### src/rtl/pwm_regif_if.sv
// APB-style bus bundle between a bus master and the pwm_regif register slave.
interface pwm_regif_if #(
    parameter int unsigned ADDR_W = 6
);
    logic              psel;
    logic              penable;
    logic              pwrite;
    logic [ADDR_W-1:0] paddr;
    logic [31:0]       pwdata;
    logic [31:0]       prdata;
    logic              pready;
    logic              pslverr;

    modport master (
        output psel, penable, pwrite, paddr, pwdata,
        input  prdata, pready, pslverr
    );

    modport slave (
        input  psel, penable, pwrite, paddr, pwdata,
        output prdata, pready, pslverr
    );
endinterface

### src/rtl/pwm_regif.sv
// APB-style register slave feeding the 4-channel PWM block.
// Shadow FREQ/DUTY registers are copied to the active outputs by a CTRL commit,
// so all channels change on the same cycle. Optional write lock is enabled by
// defining PWM_REGIF_LOCK_EN (adds the LOCK register at 0x28).
module pwm_regif #(
    parameter int unsigned ADDR_W   = 6,
    parameter logic [15:0] RST_FREQ = 16'd1000,
    parameter logic [6:0]  DUTY_MAX = 7'd100
) (
    input  logic        mclk,
    input  logic        reset,
    pwm_regif_if.slave  apb,
    output logic [15:0] pwm_freq1,
    output logic [15:0] pwm_freq2,
    output logic [15:0] pwm_freq3,
    output logic [15:0] pwm_freq4,
    output logic [6:0]  pwm_duty1,
    output logic [6:0]  pwm_duty2,
    output logic [6:0]  pwm_duty3,
    output logic [6:0]  pwm_duty4
);
    localparam int unsigned WW = ADDR_W - 2;

    typedef enum logic [1:0] {StIdle, StSetup, StAccess, StRwait} state_e;

    state_e       state_q;
    logic [31:0]  prdata_q;
    logic [15:0]  freq_sh_q  [4];
    logic [15:0]  freq_act_q [4];
    logic [6:0]   duty_sh_q  [4];
    logic [6:0]   duty_act_q [4];
    logic [3:0]   en_q;
    logic         pending_q;
    logic         commit_q;
`ifdef PWM_REGIF_LOCK_EN
    logic         lock_q;
`endif

    logic [WW-1:0] widx;
    logic [1:0]    ch;
    logic          is_freq, is_duty, is_ctrl, is_status, is_lock;
    logic          wr_err, rd_err;
    logic [31:0]   rdata;
    logic          wr_acc, rd_acc, rwait_acc, wr_ok;
    logic [6:0]    duty_clamped;

    assign widx = apb.paddr[ADDR_W-1:2];
    assign ch   = widx[1:0];

    // Address decode, write-error rules and read mux.
    always_comb begin
        is_freq   = (widx[WW-1:2] == '0);
        is_duty   = (widx[WW-1:2] == (WW-2)'(1));
        is_ctrl   = (widx == WW'(8));
        is_status = (widx == WW'(9));
        is_lock   = (widx == WW'(10));

        wr_err = 1'b0;
        if (is_freq) begin
            wr_err = (apb.pwdata[15:0] == 16'd0);
        end else if (is_duty || is_ctrl) begin
            wr_err = 1'b0;
        end else if (is_lock) begin
`ifdef PWM_REGIF_LOCK_EN
            wr_err = !((apb.pwdata == 32'h5A5A_0001) || (apb.pwdata == 32'h5A5A_0000));
`else
            wr_err = 1'b1;
`endif
        end else begin
            wr_err = 1'b1;
        end
`ifdef PWM_REGIF_LOCK_EN
        if (lock_q && (is_freq || is_duty || is_ctrl)) begin
            wr_err = 1'b1;
        end
`endif

        rdata  = '0;
        rd_err = 1'b0;
        if (is_freq) begin
            rdata[15:0] = freq_sh_q[ch];
        end else if (is_duty) begin
            rdata[6:0] = duty_sh_q[ch];
        end else if (is_ctrl) begin
            rdata[4:1] = en_q;
        end else if (is_status) begin
            rdata[0] = pending_q;
        end else if (is_lock) begin
`ifdef PWM_REGIF_LOCK_EN
            rdata[0] = lock_q;
`else
            rd_err = 1'b1;
`endif
        end else begin
            rd_err = 1'b1;
        end

        duty_clamped = (apb.pwdata[6:0] > DUTY_MAX) ? DUTY_MAX : apb.pwdata[6:0];
    end

    // Final-cycle strobes; pready/pslverr stay low unless psel and penable are held.
    assign wr_acc    = (state_q == StAccess) && apb.psel && apb.penable && apb.pwrite;
    assign rd_acc    = (state_q == StAccess) && apb.psel && apb.penable && !apb.pwrite;
    assign rwait_acc = (state_q == StRwait) && apb.psel && apb.penable;
    assign wr_ok     = wr_acc && !wr_err;

    assign apb.pready  = wr_acc || rwait_acc;
    assign apb.pslverr = (wr_acc && wr_err) || (rwait_acc && rd_err);
    assign apb.prdata  = prdata_q;

    // Bus FSM with registered read data; read data is captured on the ACCESS edge.
    always_ff @(posedge mclk or negedge reset) begin
        if (!reset) begin
            state_q  <= StIdle;
            prdata_q <= '0;
        end else begin
            unique case (state_q)
                StIdle: begin
                    if (apb.psel && !apb.penable) state_q <= StSetup;
                end
                StSetup: begin
                    if (!apb.psel) state_q <= StIdle;
                    else if (apb.penable) state_q <= StAccess;
                end
                StAccess: begin
                    if (!apb.psel) begin
                        state_q <= StIdle;
                    end else if (!apb.penable) begin
                        state_q <= StSetup;
                    end else if (apb.pwrite) begin
                        state_q <= StIdle;
                    end else begin
                        prdata_q <= rd_err ? 32'd0 : rdata;
                        state_q  <= StRwait;
                    end
                end
                StRwait: begin
                    state_q <= StIdle;
                end
                default: state_q <= StIdle;
            endcase
        end
    end

    // Register file: shadow writes, enables, commit copy and pending flag.
    always_ff @(posedge mclk or negedge reset) begin
        if (!reset) begin
            for (int i = 0; i < 4; i++) begin
                freq_sh_q[i]  <= RST_FREQ;
                freq_act_q[i] <= RST_FREQ;
                duty_sh_q[i]  <= '0;
                duty_act_q[i] <= '0;
            end
            en_q      <= '0;
            pending_q <= 1'b0;
            commit_q  <= 1'b0;
`ifdef PWM_REGIF_LOCK_EN
            lock_q    <= 1'b0;
`endif
        end else begin
            // Copy sees pre-write shadows; a same-edge shadow write re-sets pending.
            if (commit_q) begin
                for (int i = 0; i < 4; i++) begin
                    freq_act_q[i] <= freq_sh_q[i];
                    duty_act_q[i] <= duty_sh_q[i];
                end
                pending_q <= 1'b0;
            end
            commit_q <= 1'b0;
            if (wr_ok) begin
                if (is_freq) begin
                    freq_sh_q[ch] <= apb.pwdata[15:0];
                    pending_q     <= 1'b1;
                end
                if (is_duty) begin
                    duty_sh_q[ch] <= duty_clamped;
                    pending_q     <= 1'b1;
                end
                if (is_ctrl) begin
                    en_q <= apb.pwdata[4:1];
                    if (apb.pwdata[0]) commit_q <= 1'b1;
                end
`ifdef PWM_REGIF_LOCK_EN
                if (is_lock) lock_q <= apb.pwdata[0];
`endif
            end
        end
    end

    assign pwm_freq1 = freq_act_q[0];
    assign pwm_freq2 = freq_act_q[1];
    assign pwm_freq3 = freq_act_q[2];
    assign pwm_freq4 = freq_act_q[3];
    assign pwm_duty1 = en_q[0] ? duty_act_q[0] : 7'd0;
    assign pwm_duty2 = en_q[1] ? duty_act_q[1] : 7'd0;
    assign pwm_duty3 = en_q[2] ? duty_act_q[2] : 7'd0;
    assign pwm_duty4 = en_q[3] ? duty_act_q[3] : 7'd0;
endmodule

### src/flat_wrapper.sv
// flat-port wrapper written by rule: the top's interface ports become plain ports
module pwm_regif_flat 
#(
    parameter int unsigned ADDR_W   = 6,
    parameter logic [15:0] RST_FREQ = 16'd1000,
    parameter logic [6:0]  DUTY_MAX = 7'd100
)
  (mclk, reset, pwm_freq1, pwm_freq2, pwm_freq3, pwm_freq4, pwm_duty1, pwm_duty2, pwm_duty3, pwm_duty4, apb_psel, apb_penable, apb_pwrite, apb_paddr, apb_pwdata, apb_prdata, apb_pready, apb_pslverr);
  pwm_regif_if #(.ADDR_W(ADDR_W)) apb_i ();
  input  logic mclk;
  input  logic reset;
  output logic [15:0] pwm_freq1;
  output logic [15:0] pwm_freq2;
  output logic [15:0] pwm_freq3;
  output logic [15:0] pwm_freq4;
  output logic [6:0] pwm_duty1;
  output logic [6:0] pwm_duty2;
  output logic [6:0] pwm_duty3;
  output logic [6:0] pwm_duty4;
  input wire logic [$bits(apb_i.psel)-1:0] apb_psel;
  input wire logic [$bits(apb_i.penable)-1:0] apb_penable;
  input wire logic [$bits(apb_i.pwrite)-1:0] apb_pwrite;
  input wire logic [$bits(apb_i.paddr)-1:0] apb_paddr;
  input wire logic [$bits(apb_i.pwdata)-1:0] apb_pwdata;
  output wire logic [$bits(apb_i.prdata)-1:0] apb_prdata;
  output wire logic [$bits(apb_i.pready)-1:0] apb_pready;
  output wire logic [$bits(apb_i.pslverr)-1:0] apb_pslverr;
  assign apb_i.psel = apb_psel;
  assign apb_i.penable = apb_penable;
  assign apb_i.pwrite = apb_pwrite;
  assign apb_i.paddr = apb_paddr;
  assign apb_i.pwdata = apb_pwdata;
  assign apb_prdata = apb_i.prdata;
  assign apb_pready = apb_i.pready;
  assign apb_pslverr = apb_i.pslverr;
  pwm_regif #(.ADDR_W(ADDR_W), .RST_FREQ(RST_FREQ), .DUTY_MAX(DUTY_MAX)) u_core (.mclk(mclk), .reset(reset), .apb(apb_i), .pwm_freq1(pwm_freq1), .pwm_freq2(pwm_freq2), .pwm_freq3(pwm_freq3), .pwm_freq4(pwm_freq4), .pwm_duty1(pwm_duty1), .pwm_duty2(pwm_duty2), .pwm_duty3(pwm_duty3), .pwm_duty4(pwm_duty4));
endmodule
### config.mk
export PLATFORM = sky130hd
export DESIGN_NAME = pwm_regif_flat
export DESIGN_NICKNAME = d
export VERILOG_FILES = /design/src/rtl/pwm_regif_if.sv /design/src/rtl/pwm_regif.sv /design/src/flat_wrapper.sv
export SDC_FILE = /design/constraint.sdc
export NUM_CORES = 1
export LEC_CHECK = 0
export CORE_ASPECT_RATIO = 0.7
export CORE_MARGIN = 2
export CORE_UTILIZATION = 45
export CTS_CLUSTER_DIAMETER = 30
export CTS_CLUSTER_SIZE = 8
export DETAILED_ROUTE_END_ITERATION = 12
export PLACE_DENSITY = 0.7
export SYNTH_ARGS = -nofsm -noshare
export SYNTH_HDL_FRONTEND = slang
export SYNTH_SLANG_ARGS = --single-unit
### constraint.sdc
create_clock -name mclk -period 4.1 [get_ports mclk]
set_input_delay 0.41 -clock mclk [delete_from_list [all_inputs] [get_ports mclk]]
set_output_delay 0.41 -clock mclk [all_outputs]
set_load 0.02 [all_outputs]
## Word-level counts from Yosys, hierarchy flattened

Cells that the tools add are included.

| word-level totals | value |
|---|---|
| logic and storage cells | 102 |
| bits in registers | 224 |

| cells by class | value |
|---|---|
| multiplexer cells | 45 |
| equality and inequality tests | 8 |
| bitwise gates (word level) | 2 |
| magnitude comparators | 3 |
| reductions and logical operators | 23 |

Operators with widths:

| kind | count |
|---|---|
| 64-bit bitwise mux | 1 |
| 16-bit 2-to-1 mux | 4 |
| 7-bit 2-to-1 mux | 9 |
| 16-bit binary-select mux with 2-bit select | 1 |
| 16-bit demux with 2-bit select | 1 |
| 28-bit bitwise mux | 1 |
| 16-bit zero test | 1 |
| 1-bit 2-to-1 mux | 15 |
| 7-bit binary-select mux with 2-bit select | 1 |
| 7-bit demux with 2-bit select | 1 |
| 2-bit 2-to-1 mux | 7 |
| 1-bit logical AND | 10 |
| 9-bit 2-to-1 mux | 1 |
| 4-bit equality test, second input constant | 2 |
| 2-bit one-hot mux with 4 select lines | 1 |
| 2-bit AND reduction | 4 |
| 7-bit greater-than comparator, second input constant | 1 |
| 5-bit 2-to-1 mux | 1 |
| 2-bit by 1-bit equality test with 1-bit output, second input constant | 2 |
| 2-bit equality test, second input constant | 2 |
| 2-bit zero test | 2 |
| 4-bit 2-to-1 mux | 1 |
| 4-bit AND reduction | 1 |
| 3-bit >= comparator, second input constant | 1 |
| other kinds (7) | 10 |

## Depth between registers and ports, before layout

Gate-level depths: netlist of run 1.

| logic depth | value |
|---|---|
| depth after elaboration | 7 |
| depth in mapped cells | 6 |
| depth with buffers taken out | 4 |

## Worst setup path after synthesis of run 1

No wires, ideal clock.

| timing path | value |
|---|---|
| path type | input port to output port |
| start | in apb_pwdata[1] |
| end | out apb_pslverr |
| slack | 1642 ps |
| required time | 3690 ps |
| cell stages on the path | 4 |
| path buffers | 0 |
| arrival | 2048 ps |
| path through | or4_4 > nor4_4 > nand2_1 > a22oi_1 |

| between the ends | value |
|---|---|
| cells in the longest elaborated chain, start to end | 4 |

RTL lines:

| item | line | RTL |
|---|---|---|
| start, declared | flat_wrapper.sv:24 | `input wire logic [$bits(apb_i.pwdata)-1:0] apb_pwdata;` |
| 16-bit zero test | pwm_regif.sv:60 | `wr_err = (apb.pwdata[15:0] == 16'd0);` |
| 1-bit 2-to-1 mux | pwm_regif.sv:59 | `if (is_freq) begin` |
| 1-bit logical AND | pwm_regif.sv:108 | `assign apb.pslverr = (wr_acc && wr_err) \|\| (rwait_acc && rd_err);` |
| 1-bit logical OR | pwm_regif.sv:108 |  |
| end, declared | flat_wrapper.sv:27 | `output wire logic [$bits(apb_i.pslverr)-1:0] apb_pslverr;` |

No other way between the ends.

## Worst setup path after layout of run 1

Same ends and word-level chain as after synthesis.

==> metrics, run 1 <==
Reg2Reg Launch Point u_core.state_q[1]; synthesized area about 0.0092 mm²; period utilisation layout 84.7%; Max-slew headroom approximately 15%; Synth top cells by count 160 x dfrtp_1, 148 x mux2_2, 48 x dfstp_2; Logic pwr share 4.4%; sw power between 1 and 1.5 mW; Sw Ratio a little over a fifth; setup TNS 0 ns; worst skew pair latency between 0.4 and 0.5 ns; worst path cell trace clkdlybuf4s50_1 -> or4_4 -> nor4_4 -> nand2_1 -> a22oi_1 -> clkdlybuf4s50_1; I/O Buffers between 100 and 150; Min-Delay Path Class primary input to asynchronous set/reset pin; clock root buffer clkbuf_16; Synth Register Bits ~210; arrival time worst endpoint between 3 and 4 ns; detailed-route wire length per cell 21.8 µm; vias in the first global route 6,079; First-pass DRT Iterations 5; most numerous cell in the Yosys netlist dfrtp_1; drt initial violations 455; number of flops mapped to enable cells by yosys 0; met3 Use GR 5.60%; critical path capture point type primary output; die footprint 0.0216 mm²; chip width roughly 170 µm; post-CTS sizing 0; Ports around 170; Synth area leaders dfrtp_1 44%, mux2_2 18%, dfstp_2 14%; Design Area, Final between 0.01 and 0.015 mm²; Worst setup SP type primary input; worst-margin pin slew between 1 and 1.5 ns; Die Y 124 µm; share of layout cells above drive strength 1 between 40% and 50%; Fmax about 290 MHz; M2 GR Usage about a third; Largest stage delay, worst path around 0.66 ns; via count between 5k and 6k; Ys Warns 0; CTS hold repair buffers 0; Routed WL roughly 23 mm; Fill cells 1,495; Worst path depth 6; Antenna Violating Nets Remaining 0; largest net degree at the start of global routing approximately 120; gr usage total 21.7%; crit-path most repeated cell clkdlybuf4s50_1; Int Pwr 4.01 mW; postcts setup bufs 0; Post-DP Area 0.0108 mm²; area fraction of the dominant cell type after synthesis between 40% and 50%; worst reg-to-reg path cell count 5; Critical Path RT 3.69 ns; vias per inst around 5.4; Critical-path top delay cell clkdlybuf4s50_1; starting density of the core 46.2%; Final Wtd Congestion 0.838; CP Launch Point apb_pwdata[1]; Top delay family on crit path buffers and inverters; Max-Cap Viols 0; Register Area between 0.005 and 0.006 mm²; total congestion overflow 0; CTS tree yes; met1 Track Usage GR a little under a third; initial antenna violation count 0; fin. max-slew vios 0; Setup Skew around 0.013 ns; DP HPWL 15.2 mm; Top FF cell, synth dfrtp_1; Layout area overhead 29.8%; crit path buf inv count 2; CTS H-tree depth 2; site row count 43; Post-Synthesis Cells roughly 600; syn avg cell area between 15 and 20 µm²; Synth async-reset ratio 100%; core area 0.0199 mm²; cell taking the most area after synthesis dfrtp_1; GRT Max-Usage Layer met2; clock power share 54.4%; drt drc 0; Final Hold Fails 0; unrepaired setup endpoints after global routing no; Layout Nets 803; Pleak around 5.4 nW; first-pass GRT wire length between 30 and 40 mm; cts bufs inserted 36; clk slew on worst S/H paths ~0.040 ns; Clock Tree Buf Depth 3; CP Class primary input to primary output; status finished clean; largest fanout on the critical path 7; Multi-input gate area 0.00370 mm²; RR Endpoint u_core.freq_sh_q[24]; post-synthesis sequential area ratio a little under three fifths; sequential share of power between 40 and 50%; highest ir drop seen on vdd between 200 and 250 µV; antenna cells 0; final hold slack about 0.095 ns; Unique masters post-synth 41; pwr dens about 430 mW/mm²; Critical Path End apb_pslverr; # clock sinks roughly 210; Final min period 3.47 ns; R2R Setup Slk between 1.5 and 2 ns; Final setup viols 0
stage by stage:
step	power (mW)	cells	worst slack (ns)	utilization [%]
after floorplan	2.23	613	1.64	-
after global placement	2.35	992	0.631	54.3
final	5.10	1053	0.628	59.9
after global routing	5.29	1053	0.565	59.9
after detailed placement	2.36	992	0.627	54.3
after CTS	5.15	1053	0.635	59.9
metal layers:
layer  share of wire [%]  vias up  routed length, µm
met5                   0        -                  0
met2                  44      229              10100
met1                  47     2960              10900
met4                 1.7        0                394
li1                    -     2466                  -
met3                 7.1       36               1630
worst min path at each step:
stage	start	endpoint	slack (ns)	cells past startpoint
floorplan	reset	u_core.apb.prdata[0]	0.11	0
finish	reset	u_core.duty_act_q[19]	0.09	1
global placement	u_core.duty_act_q[6]	u_core.duty_act_q[6]	0.49	1
CTS	reset	u_core.pwm_freq2[1]	0.13	1
global route	reset	u_core.duty_act_q[9]	0.16	1
detailed placement	u_core.duty_act_q[22]	u_core.duty_act_q[22]	0.49	1
power by group through the flow:
stage / Combinational [mW] / Sequential [mW] / Clock (mW)
after floorplan: 0.0961 / 2.14 / 0
after global placement: 0.217 / 2.13 / 0
after detailed placement: 0.224 / 2.14 / 0
after CTS: 0.225 / 2.10 / 2.82
after global routing: 0.243 / 2.10 / 2.94
final: 0.223 / 2.11 / 2.78
area by class of cell:
type | count | share of cell area (%)
sequential | 208 | 44.2
multi-input combinational | 356 | 31.1
inverter | 5 | 0.157
clock inverter | 5 | 0.661
timing repair buffer | 153 | 12.4
tap | 270 | 2.83
clock buffer | 56 | 8.70
flip-flops by register name, indices dropped and copies added, names as in the netlist:
register / cells
u_core.freq_sh_q: 64
u_core.duty_act_q: 28
u_core.duty_sh_q: 28
u_core.apb.prdata: 16
u_core.pwm_freq1: 16
u_core.pwm_freq2: 16
u_core.pwm_freq3: 16
u_core.pwm_freq4: 16
u_core.en_q: 4
u_core.state_q: 2
u_core.commit_q: 1
u_core.pending_q: 1
placed cells by master, fill, tap and decap left out, types with 6 or more instances in the layout:
| cell type | Yosys | routed |
|---|---|---|
| a21oi_1 | 10 | 10 |
| a22o_1 | 9 | 9 |
| and2_1 | 30 | 30 |
| and3_1 | 6 | 6 |
| buf_4 | 16 | 19 |
| clkbuf_1 | 20 | 15 |
| clkbuf_16 | 0 | 37 |
| clkdlybuf4s50_1 | 0 | 132 |
| conb_1 | 1 | 16 |
| dfrtp_1 | 160 | 159 |
| dfstp_2 | 48 | 48 |
| mux2_2 | 148 | 148 |
| mux2_4 | 40 | 40 |
| mux2i_1 | 11 | 11 |
| mux4_2 | 19 | 19 |
| nand2_1 | 9 | 9 |
| nor2_1 | 17 | 17 |
logic make-up after synthesis:
| kind of cell | synth area share [%] |
|---|---|
| other cells | 0.0408 |
| mux | 30.5 |
| buf+inv | 3.00 |
| simple gates | 5.09 |
| compound gates | 4.04 |
| flops | 57.3 |
No activity file was read; power rests on OpenSTA's default activity.
==> run 2: changes to the inputs <==
--- a/config.mk
+++ b/config.mk
@@ -11,7 +11,7 @@
 export CTS_CLUSTER_DIAMETER = 30
 export CTS_CLUSTER_SIZE = 8
 export DETAILED_ROUTE_END_ITERATION = 12
-export PLACE_DENSITY = 0.7
+export PLACE_DENSITY = 0.73
 export SYNTH_ARGS = -nofsm -noshare
 export SYNTH_HDL_FRONTEND = slang
 export SYNTH_SLANG_ARGS = --single-unit
==> constraint.sdc (replaced) <==
create_clock -name mclk -period 2.8 [get_ports mclk]
set_input_delay 0.28 -clock mclk [delete_from_list [all_inputs] [get_ports mclk]]
set_output_delay 0.28 -clock mclk [all_outputs]
set_load 0.02 [all_outputs]
==> run 2 against run 1 <==
  * Clock power up 66%
  * Sequential power up 46%
  * Power is 58% higher
  * Sequential cell count did not move
  * Hold slack better by 0.32 ns
  * Final area increased by 3.8%
  * Utilization grew 2.3 points
  * First-iteration DRC count is 0.66% higher
  * Sequential share of layout area fell by 1.6 points
  * Register-to-register slack got worse by 0.90 ns
  * Largest cell class unchanged
  * Global-route usage decreased by 0.080 points
==> metrics, run 2 (same netlist as run 1, synthesis figures left out) <==
status finished clean; setup ws final 0.151 ns (-0.477 ns); CP Class primary input to primary output; core area 0.0199 mm² (unchanged); Int Pwr 6.32 mW (+58%); RR Endpoint u_core.freq_sh_q[52]; I/O Buffers 134 (unchanged); Top reg by flops u_core.freq_sh_q; drt drc 0 (unchanged); Hold Path Sink u_core.state_q[1]; share of layout cells above drive strength 1 45.7% (+3.2 points); CTS H-tree depth 2 (unchanged); vias per inst 5.31 (-1.8%); DP HPWL 15.8 mm (+4.3%); First-pass DRT Iterations 4 (-1); commonest cells after routing, fill and taps aside 159 x dfrtp_1, 148 x mux2_2, 130 x clkdlybuf4s50_1, 48 x dfstp_2; arrival time worst endpoint 2.37 ns (-0.69 ns); postcts setup bufs 0 (unchanged); sw power 1.73 mW (+58%); Post-DP Area 0.0111 mm² (+2.2%); Routed WL 22.8 mm (-0.52%); period utilisation layout a little over nine tenths; pwr dens 650 mW/mm² (+52%); total congestion overflow 0 (unchanged); clock root buffer clkbuf_16; Critical Path RT 2.52 ns (-1.17 ns); Die Y 124 µm (unchanged); Ports 169 (unchanged); Reg2Reg Launch Point u_core.state_q[1]; vias in the first global route 6,068 (-0.18%); drt initial violations 458 (+0.66%); detailed-route wire length per cell 21.0 µm (-3.7%); Pleak 5.65 nW (+4.6%); Antenna Violating Nets Remaining 0 (unchanged); gr usage total 21.6% (-0.080 points); Place WS -0.274 ns (-0.900 ns); antenna cells 0 (unchanged); Final min period 2.65 ns; # clock sinks 208 (unchanged); via count 5,772 (+1.4%); initial antenna violation count 0 (unchanged); Max-slew headroom 48.5% (+33 points); CTS tree yes; clock power share 57.4% (+3.0 points); chip width 175 µm (unchanged); Fill cells 1,431 (-4.3%); R2R Setup Slk 0.62 ns (-0.90 ns); largest fanout on the critical path 2 (-5); site row count 43 (unchanged); final core area utilization 62.2% (+2.3 points); worst reg-to-reg path cell count 5 (unchanged); Logic pwr share 4.2% (-0.2 points); Layout Nets 831 (+3.5%); sequential share of power 38.3% (-3.0 points); die footprint 0.0216 mm² (unchanged); critical path capture point type primary output; Worst setup SP type primary input; clk slew on worst S/H paths 0.04 ns (about the same); start point of the worst hold path apb_psel; Max-Cap Viols 0 (unchanged); Setup Skew 0.0137 ns (+0.00109 ns); top flop regs u_core.freq_sh_q (64), u_core.duty_act_q (28), u_core.duty_sh_q (28); Design Area, Final 0.0124 mm² (+3.8%); largest net degree at the start of global routing 94 (-24%); fin. max-slew vios 0 (unchanged); Sw Ratio 21.5% (+0.050 points); first-pass GRT wire length 35.5 mm (+0.14%); max reg flops 64 (unchanged); Clock Tree Buf Depth 3 (unchanged); Pwr Total 8.05 mW (+58%); highest ir drop seen on vdd 452 µV (+110%); unrepaired setup endpoints after global routing no; starting density of the core 46.2% (unchanged); worst skew pair latency 0.51 ns (+0.02 ns); worst-margin pin slew 0.772 ns (-0.502 ns); Fmax roughly 380 MHz; Hold Crit Depth 3; Final setup viols 0 (unchanged); cts bufs inserted 39 (+8.3%); Layout area overhead 34.7%; Register Area 0.00527 mm² (unchanged); commonest non-fill, non-tap cell in the layout dfrtp_1; Multi-input gate area 0.00370 mm² (unchanged); Final Hold Fails 0 (unchanged); Final Wtd Congestion 0.867 (+3.4%); Min-Delay Path Class primary input to flip-flop
-- run 2: changes by cell type in the layout (fill, tap and decap cells not counted), sizes merged --
cell / previous run / this run
clkinv: 3 / 7
clkinvlp: 0 / 1
dlygate4sd3: 0 / 1
buf: 20 / 45
clkbuf: 57 / 61
bufinv: 2 / 3
inv: 5 / 6
clkdlybuf4s50: 132 / 130
-- run 2: final cells by class --
type                       count  share of cell area [%]
tap                          270                    2.73
clock buffer                  59                    9.39
inverter                       5                   0.152
multi-input combinational    356                    29.9
clock inverter                12                    1.29
timing repair buffer         178                    13.9
sequential                   208                    42.6
-- run 2: stage by stage --
step | setup TNS, ns | std cells | hold WS [ns]
floorplan | 0 | 613 | -0.0156
global placement | -0.216 | 1016 | 0.397
detailed placement | -0.274 | 1016 | 0.415
CTS | 0 | 1088 | 0.404
global route | 0 | 1088 | 0.431
finish | 0 | 1088 | 0.419
-- run 2: repair_timing --
action,4_1_cts,5_1_grt
setup endpoints to repair,1,1
hold buffers,1,0
endpoints found under the hold margin,76,0
gates cloned,0,0
gates resized for setup,1,2
-- run 2: power groups by stage --
stage | Sequential (mW) | Combinational [mW] | Clock (mW)
6_report | 3.08 | 0.340 | 4.62
5_1_grt | 3.08 | 0.371 | 4.86
4_1_cts | 3.08 | 0.345 | 4.69
3_5_place_dp | 3.13 | 0.341 | 0
3_3_place_gp | 3.13 | 0.332 | 0
2_1_floorplan | 3.13 | 0.141 | 0
-- run 2: worst max-delay path by stage --
| stage | start | end | slack [ns] | cells after the start |
|---|---|---|---|---|
| after CTS | apb_pwdata[1] | apb_pslverr | 0.02 | 6 |
| after floorplan | apb_pwdata[1] | u_core.freq_sh_q[10] | 0.59 | 5 |
| after detailed placement | apb_pwdata[1] | apb_pslverr | -0.27 | 6 |
| after global routing | apb_pwdata[1] | apb_pslverr | 0.07 | 6 |
| after global placement | apb_pwdata[1] | apb_pslverr | -0.22 | 6 |
| final | apb_pwdata[1] | apb_pslverr | 0.15 | 6 |
-- run 2: critical path, stage by stage --
cell and delay (ns):
clkdlybuf4s50_1 0.51, or4_4 0.61, nor4_4 0.34, nand2_1 0.12, a22oi_1 0.28, clkbuf_2 0.23
-- run 2: metal layers --
metal | GRT usage, % | wire length [µm] | vias up
met5 | 0 | 0 | -
met2 | 31.7 | 9980 | 216
li1 | - | - | 2541
met4 | 5.26 | 302 | 0
met1 | 31.4 | 10500 | 2986
met3 | 6.89 | 2040 | 29
